===== src/rtl/hash_result_scanner_if.sv =====
// Control and shared-memory signals of hash_result_scanner.
// The master side drives the scan request and the memory read data; the slave side is the scanner.
interface hash_result_scanner_if;
  logic        start;
  logic [15:0] result_addr;
  logic [15:0] report_addr;
  logic [31:0] target;
  logic        done;
  logic        found;
  logic [7:0]  winner_nonce;

  logic        mem_clk;
  logic        mem_we;
  logic [15:0] mem_addr;
  logic [31:0] mem_write_data;
  logic [31:0] mem_read_data;

  modport master (
    output start, result_addr, report_addr, target, mem_read_data,
    input  done, found, winner_nonce, mem_clk, mem_we, mem_addr, mem_write_data
  );

  modport slave (
    input  start, result_addr, report_addr, target, mem_read_data,
    output done, found, winner_nonce, mem_clk, mem_we, mem_addr, mem_write_data
  );
endinterface


===== src/rtl/hash_result_scanner.sv =====
// Scans NUM_NONCES H0 words in shared memory against a difficulty target, tracks the first hit and
// the minimum hash, then writes a 4-word report {found, winner, min_hash, min_nonce} back to memory.
module hash_result_scanner #(
  parameter int NUM_NONCES = 16
) (
  input  logic                  clk,
  input  logic                  reset,
  hash_result_scanner_if.slave  bus
);

  typedef enum logic [1:0] {
    ST_IDLE  = 2'd0,
    ST_SCAN  = 2'd1,
    ST_WRITE = 2'd2
  } state_e;

  localparam logic [8:0] LAST_IDX     = 9'(NUM_NONCES);
  localparam logic [8:0] LAST_REPORT  = 9'd3;
  localparam logic [7:0] NO_WINNER    = 8'hFF;
  localparam logic [31:0] MIN_INIT    = 32'hFFFF_FFFF;

  state_e      state_q, state_d;
  logic [8:0]  idx_q, idx_d;
  logic [15:0] res_base_q, res_base_d;
  logic [15:0] rep_base_q, rep_base_d;
  logic [31:0] target_q, target_d;

  // Running results of the scan in progress.
  logic        hit_q, hit_d;
  logic [7:0]  win_q, win_d;
  logic [31:0] min_hash_q, min_hash_d;
  logic [7:0]  min_nonce_q, min_nonce_d;

  // Port-visible results, refreshed only when a scan completes.
  logic        found_q, found_d;
  logic [7:0]  winner_q, winner_d;

  logic [7:0]  eval_nonce;
  logic [31:0] hash;

  logic        mem_we;
  logic [15:0] mem_addr;
  logic [31:0] mem_write_data;

  assign hash = bus.mem_read_data;
  // In SCAN, the word arriving now was addressed one cycle earlier.
  assign eval_nonce = idx_q[7:0] - 8'd1;

  // NOTE: every _d gets its _q as a default before the case, so no path leaves a variable unassigned
  // and no latch is inferred.
  always_comb begin
    state_d     = state_q;
    idx_d       = idx_q;
    res_base_d  = res_base_q;
    rep_base_d  = rep_base_q;
    target_d    = target_q;
    hit_d       = hit_q;
    win_d       = win_q;
    min_hash_d  = min_hash_q;
    min_nonce_d = min_nonce_q;
    found_d     = found_q;
    winner_d    = winner_q;

    unique case (state_q)
      ST_IDLE: begin
        if (bus.start) begin
          res_base_d  = bus.result_addr;
          rep_base_d  = bus.report_addr;
          target_d    = bus.target;
          idx_d       = '0;
          hit_d       = 1'b0;
          win_d       = NO_WINNER;
          min_hash_d  = MIN_INIT;
          min_nonce_d = '0;
          state_d     = ST_SCAN;
        end
      end

      ST_SCAN: begin
        if (idx_q != '0) begin
          if ((hash < target_q) && !hit_q) begin
            hit_d = 1'b1;
            win_d = eval_nonce;
          end
          // Strict compare: equal hashes keep the earlier nonce.
          if (hash < min_hash_q) begin
            min_hash_d  = hash;
            min_nonce_d = eval_nonce;
          end
        end

        if (idx_q == LAST_IDX) begin
          idx_d    = '0;
          found_d  = hit_d;
          winner_d = win_d;
          state_d  = ST_WRITE;
        end else begin
          idx_d = idx_q + 9'd1;
        end
      end

      ST_WRITE: begin
        if (idx_q == LAST_REPORT) begin
          idx_d   = '0;
          state_d = ST_IDLE;
        end else begin
          idx_d = idx_q + 9'd1;
        end
      end

      default: begin
        idx_d   = '0;
        state_d = ST_IDLE;
      end
    endcase
  end

  // NOTE: sequential state uses non-blocking assignments so every flop samples pre-edge values.
  // NOTE: all state is reset, including the latched bases and running results, so a scan aborted by
  // reset cannot leak stale values into the next report.
  always_ff @(posedge clk or posedge reset) begin
    if (reset) begin
      state_q     <= ST_IDLE;
      idx_q       <= '0;
      res_base_q  <= '0;
      rep_base_q  <= '0;
      target_q    <= '0;
      hit_q       <= 1'b0;
      win_q       <= NO_WINNER;
      min_hash_q  <= MIN_INIT;
      min_nonce_q <= '0;
      found_q     <= 1'b0;
      winner_q    <= NO_WINNER;
    end else begin
      state_q     <= state_d;
      idx_q       <= idx_d;
      res_base_q  <= res_base_d;
      rep_base_q  <= rep_base_d;
      target_q    <= target_d;
      hit_q       <= hit_d;
      win_q       <= win_d;
      min_hash_q  <= min_hash_d;
      min_nonce_q <= min_nonce_d;
      found_q     <= found_d;
      winner_q    <= winner_d;
    end
  end

  always_comb begin
    mem_we         = 1'b0;
    mem_addr       = '0;
    mem_write_data = '0;

    unique case (state_q)
      ST_SCAN: begin
        mem_addr = res_base_q + 16'(idx_q);
      end

      ST_WRITE: begin
        mem_we   = 1'b1;
        mem_addr = rep_base_q + 16'(idx_q);
        unique case (idx_q[1:0])
          2'd0:    mem_write_data = {31'b0, hit_q};
          2'd1:    mem_write_data = hit_q ? {24'b0, win_q} : 32'hFFFF_FFFF;
          2'd2:    mem_write_data = min_hash_q;
          default: mem_write_data = {24'b0, min_nonce_q};
        endcase
      end

      default: ;
    endcase
  end

  assign bus.mem_clk        = clk;
  assign bus.mem_we         = mem_we;
  assign bus.mem_addr       = mem_addr;
  assign bus.mem_write_data = mem_write_data;
  assign bus.done           = (state_q == ST_IDLE);
  assign bus.found          = found_q;
  assign bus.winner_nonce   = winner_q;

endmodule

===== src/flat_wrapper.sv =====
// flat-port wrapper written by rule: the top's interface ports become plain ports
module hash_result_scanner_flat 
#(
  parameter int NUM_NONCES = 16
)
  (clk, reset, bus_start, bus_result_addr, bus_report_addr, bus_target, bus_mem_read_data, bus_done, bus_found, bus_winner_nonce, bus_mem_clk, bus_mem_we, bus_mem_addr, bus_mem_write_data);
  hash_result_scanner_if bus_i ();
  input  logic clk;
  input  logic reset;
  input wire logic [$bits(bus_i.start)-1:0] bus_start;
  input wire logic [$bits(bus_i.result_addr)-1:0] bus_result_addr;
  input wire logic [$bits(bus_i.report_addr)-1:0] bus_report_addr;
  input wire logic [$bits(bus_i.target)-1:0] bus_target;
  input wire logic [$bits(bus_i.mem_read_data)-1:0] bus_mem_read_data;
  output wire logic [$bits(bus_i.done)-1:0] bus_done;
  output wire logic [$bits(bus_i.found)-1:0] bus_found;
  output wire logic [$bits(bus_i.winner_nonce)-1:0] bus_winner_nonce;
  output wire logic [$bits(bus_i.mem_clk)-1:0] bus_mem_clk;
  output wire logic [$bits(bus_i.mem_we)-1:0] bus_mem_we;
  output wire logic [$bits(bus_i.mem_addr)-1:0] bus_mem_addr;
  output wire logic [$bits(bus_i.mem_write_data)-1:0] bus_mem_write_data;
  assign bus_i.start = bus_start;
  assign bus_i.result_addr = bus_result_addr;
  assign bus_i.report_addr = bus_report_addr;
  assign bus_i.target = bus_target;
  assign bus_i.mem_read_data = bus_mem_read_data;
  assign bus_done = bus_i.done;
  assign bus_found = bus_i.found;
  assign bus_winner_nonce = bus_i.winner_nonce;
  assign bus_mem_clk = bus_i.mem_clk;
  assign bus_mem_we = bus_i.mem_we;
  assign bus_mem_addr = bus_i.mem_addr;
  assign bus_mem_write_data = bus_i.mem_write_data;
  hash_result_scanner #(.NUM_NONCES(NUM_NONCES)) u_core (.clk(clk), .reset(reset), .bus(bus_i));
endmodule

===== config.mk =====
export PLATFORM = sky130hd
export DESIGN_NAME = hash_result_scanner_flat
export DESIGN_NICKNAME = d
export VERILOG_FILES = /design/src/rtl/hash_result_scanner_if.sv /design/src/rtl/hash_result_scanner.sv /design/src/flat_wrapper.sv
export SDC_FILE = /design/constraint.sdc
export NUM_CORES = 1
export LEC_CHECK = 0
export ABC_CLOCK_PERIOD_IN_PS = 3800
export BUFFER_PORTS_ARGS = -buffer_cell sky130_fd_sc_hd__buf_2
export CORE_MARGIN = 2
export CORE_UTILIZATION = 43
export DETAILED_ROUTE_END_ITERATION = 8
export PLACE_DENSITY = 0.7
export SLEW_MARGIN = 10
export SYNTH_ARGS = -nofsm -noshare
export SYNTH_HDL_FRONTEND = slang
export SYNTH_SLANG_ARGS = --single-unit

===== constraint.sdc =====
create_clock -name clk -period 3.8 [get_ports clk]
set_input_delay 0.38 -clock clk [delete_from_list [all_inputs] [get_ports clk]]
set_output_delay 0.38 -clock clk [all_outputs]
set_load 0.05 [all_outputs]

==> Word level (Yosys, flattened, before mapping) <==
Index checks and enable logic that the tools add are counted.
{ "classes": {"add_sub_neg": 4, "n_lt_le_gt_ge": 2, "n_eq_ne": 11, "mux": 29, "reduce_logical": 11} }
{ "ops": {"columns": ["cell", "count"], "rows": [
  ["32-bit two-way mux", 5],
  ["32-bit one-hot mux with 3 select lines", 1],
  ["32-bit less-than comparator", 2],
  ["32-bit one-hot mux with 2 select lines", 1],
  ["8-bit two-way mux", 6],
  ["16-bit by 9-bit adder with 16-bit output", 2],
  ["16-bit one-hot mux with 2 select lines", 1],
  ["8-bit one-hot mux with 2 select lines", 2],
  ["9-bit two-way mux", 3],
  ["9-bit one-hot mux with 3 select lines", 1],
  ["9-bit by 1-bit adder with 9-bit output (second input constant)", 1],
  ["9-bit by 2-bit equality test with 1-bit output (second input constant)", 1],
  ["9-bit by 5-bit equality test with 1-bit output (second input constant)", 1],
  ["9-bit nonzero test", 1],
  ["2-bit by 1-bit != test with 1-bit output (second input constant)", 4],
  ["8-bit by 1-bit subtractor with 8-bit output (second input constant)", 1],
  ["2-bit two-way mux", 3],
  ["2-bit one-hot mux with 3 select lines", 1],
  ["2-bit AND reduction", 3],
  ["2-bit by 1-bit equality test with 1-bit output (second input constant)", 2],
  ["2-bit equality test (second input constant)", 2],
  ["2-bit zero test", 2],
  ["1-bit two-way mux", 4],
  ["4-bit AND reduction", 1],
  ["6 further kinds", 6]
]} }
{ "word_totals": {"reg_bits": 133, "elab_cells": 68} }

==> Longest topological paths before layout <==
{ "depth": {"depth_word": 5, "depth_mapped": 16, "depth_no_buf": 13} }

==> results by group <==
Logic synthesis
  – Ys Warns: 0
  – Post-synth top flop: dfrtp_1
  – Yosys top cell area share: 25.9%
  – Post-Syn Area: 8210 um^2
  – Cells after Synth: 829
  – Synth Area in Compound Gates: 14.4%
  – Post-Synth Adder-Cell Area: 12.3%
  – Number of flops mapped to enable cells by yosys: 0
  – Post-Syn Area per Cell: 9.91 um^2
  – Area leader, netlist: dfrtp_1
  – Synth Register Bits: 133
  – Synth async-reset ratio: 100%
  – Synth cell types: 56
  – Register area share after synthesis: 41.3%
  – Post-Synth Simple-Gate Area: 11.0%
  – Net Count, Synth: 1008
  – Top post-synthesis cells by area: dfrtp_1, dfstp_2, ha_1, mux2_2, a21oi_1
  – Multiplexer share of the synthesized area: 12.2%
  – Largest family of logic cells by synthesized area: compound AO/OA/AOI/OAI gates
  – XOR/XNOR Fraction of Synth Area: 2.24%

Power and ir drop
  – VDD IR max: 0.702 mV
  – Int Pwr: 5190 uW
  – Sw Share: 43.8%
  – LEAKAGE: 0.00499 uW
  – Clock power frac: 19.6%
  – Comb pwr share: 52.3%
  – Sequential share of power: 28.2%
  – PD cells: 900 nW/um^2
  – Net Sw Power: 4050 uW

STA
  – Final worst setup slack: 0.0673 ns
  – Slew Limit Fails: 0
  – Hold Fails Final Rpt: 0
  – Slew HR: 28.4%
  – Min cycle time layout: 3.73 ns
  – Final setup violation count: 0
  – Unrepaired setup endpoints after global routing: true
  – Period utilisation layout: 98.2%
  – Fmax: 0.268 GHz
  – Slew at the pin closest to its max-slew limit: 1.07 ns
  – Skew final: 0.00715 ns

Global routing
  – Gr usage total: 21.5%
  – Vias in the first global route: 6774
  – Initial antenna violation count: 1
  – First-pass GRT wire length: 34.1 mm
  – Pin count of the biggest net entering global routing: 68
  – Global route overflow: 0

Detailed routing
  – Post-route DRC: 0
  – Drt first pass iters: 5
  – Via count: 6781
  – Vias per inst: 5.47
  – WL per Instance: 17.4 um
  – Final WL: 21.6 mm
  – Antenna-violating nets left: 0
  – Starting DRT DRC Count: 304

Finish
  – Area delta synth->final: 25.0%
  – Share of post-route cells with drive strength above 1: 37.6%
  – Final std cells w/o fill: 1240
  – N_diodes: 0
  – Fill count: 1666
  – Share of the core filled with cells: 54.9%
  – Fin area: 10300 um^2
  – Final nets: 1172

Placement
  – Global placement routability congestion: 0.861
  – Placed cell count: 1191
  – Input/output buffers: 158
  – Detailed Place HPWL: 15.1 mm
  – Dpl ws: 0.355 ns
  – Cell Area, Placed: 9280 um^2

Min path
  – Hold WC Path Type: primary input to register

Floorplanning
  – Initial core utilization: 43.9%
  – Chip Height: 142 um
  – Core area: 18700 um^2
  – Ports: 159
  – Width of the die: 142 um
  – Die ar.: 20200 um^2
  – # rows: 50

Critical path
  – Max FO, Critical Path: 7
  – CP Launch Type: register
  – Crit path DAT: 3.35 ns
  – CP required: 3.42 ns
  – Crit. End Element: output pin
  – Critical path class: register to output pin

Clock network
  – Clk_lat worst skew: 0.53 ns
  – TritonCTS clock tree: yes
  – Worst-path clk slew: 0.06 ns

Status
  – Status: finished clean

Run
  – Max_cap viols: 0
-- power groups by stage --
stage          Clock, uW  Sequential (uW)  Combinational, uW
4_1_cts             1850             2590               4570
5_1_grt             1910             2680               5300
6_report            1810             2600               4830
2_1_floorplan       56.7             2450               3560
3_5_place_dp        50.2             2600               4470
3_3_place_gp        50.2             2580               4370
-- through the flow --
stage | setup TNS [ns] | total power [uW] | hold slack, ns
3_3_place_gp | 0 | 7000 | 0.337
3_5_place_dp | 0 | 7120 | 0.342
2_1_floorplan | 0 | 6070 | 0.460
6_report | 0 | 9240 | 0.0737
5_1_grt | -0.343 | 9900 | 0.0578
4_1_cts | -0.0162 | 9000 | 0.0571
-- worst max-delay path: stages, from the launching register on --
cell and delay [ns]:
dfrtp_1 0.39, inv_2 0.09, ha_4 0.23, mux2_4 0.35, ha_4 0.28, a21oi_2 0.08, o221ai_4 0.21, nor4_2 0.07
o31a_1 0.35, nor4_2 0.33, xor2_1 0.22, nor2_2 0.06, buf_6 0.18
-- sequential cells by signal, summed over array words and instances, names as in the netlist --
name and flops:
u_core.state_q 2, u_core.min_hash_q 32, u_core.bus.found 1, u_core.min_nonce_q 8, u_core.bus.winner_nonce 8, u_core.win_q 8
u_core.res_base_q 16, u_core.hit_q 1, u_core.idx_q 9, u_core.target_q 32, u_core.rep_base_q 16
-- cell type report --
| class | count | area (um^2) | area share (%) |
|---|---|---|---|
| clock inverter | 6 | 37.5 | 0.366 |
| tap | 234 | 293 | 2.85 |
| clock buffer | 30 | 622 | 6.06 |
| sequential | 133 | 3390 | 33.0 |
| inverter | 94 | 357 | 3.47 |
| timing repair buffer | 181 | 1020 | 9.98 |
| multi-input combinational | 562 | 4540 | 44.3 |
-- cells in the mapped netlist (13+ instances only) --
cell / instances
ha_1: 79
clkbuf_1: 26
o21ai_0: 36
mux2i_1: 17
dfrtp_1: 85
a21oi_1: 71
dfstp_2: 48
nor2_1: 43
o22a_1: 31
nand2_1: 56
mux2_2: 74
nand3_1: 14
inv_1: 94
xor2_1: 13
-- routing by layer --
layer / up-vias / wire length [um] / track usage (%)
li1: 3235 / - / -
met1: 3317 / 9480 / 27.7
met2: 207 / 10500 / 35.9
met3: 20 / 1380 / 5.48
met4: 2 / 231 / 6.37
met5: - / 13 / 0
-- kinds of logic after synthesis --
logic type / Yosys count
simple gates: 184
flops: 133
compound gates: 186
mux: 91
buf+inv: 134
xor+xnor: 21
fa+ha+maj: 80
-- path summary, 6_finish.rpt --
| check | start | to | slack [ns] | cells past startpoint |
|---|---|---|---|---|
| min in group asynchronous | reset | u_core.target_q[31] | 0.35 | 3 |
| min reg2reg | u_core.bus.winner_nonce[7] | u_core.bus.winner_nonce[7] | 0.47 | 2 |
| max | u_core.state_q[0] | bus_mem_addr[15] | 0.07 | 12 |
| min | bus_target[4] | u_core.target_q[4] | 0.07 | 2 |
| max in group asynchronous | reset | u_core.target_q[0] | 2.34 | 4 |
| max reg2reg | u_core.min_hash_q[7] | u_core.min_nonce_q[5] | 0.84 | 10 |
-- cells in the final DEF, fill, tap and decap left out, types with 5 or more instances in the layout --
master	instances
a21o_1	10
a21oi_1	67
and3_1	12
buf_2	152
buf_4	24
clkbuf_16	23
dfrtp_1	85
dfstp_2	48
ha_1	72
ha_4	6
inv_1	90
mux2_2	69
mux2_4	5
mux2i_1	15
nand2_1	55
nand2b_1	9
nand3_1	13
nand4_1	12
nor2_1	38
nor2_2	5
nor3_1	9
o21ai_0	32
o22a_1	31
o22ai_1	8
xnor2_1	8
xor2_1	13
-- timing repair --
| action | 4_1_cts | 5_1_grt |
|---|---|---|
| hold buffers | 1 | 0 |
| pin swaps | 4 | 12 |
| buffers inserted | 4 | 8 |
| cloned | 0 | 1 |
| setup endpoints to repair | 6 | 9 |
| endpoints found under the hold margin | 9 | 0 |
| gates resized for setup | 14 | 30 |
Power figures use the tool's default switching activity.
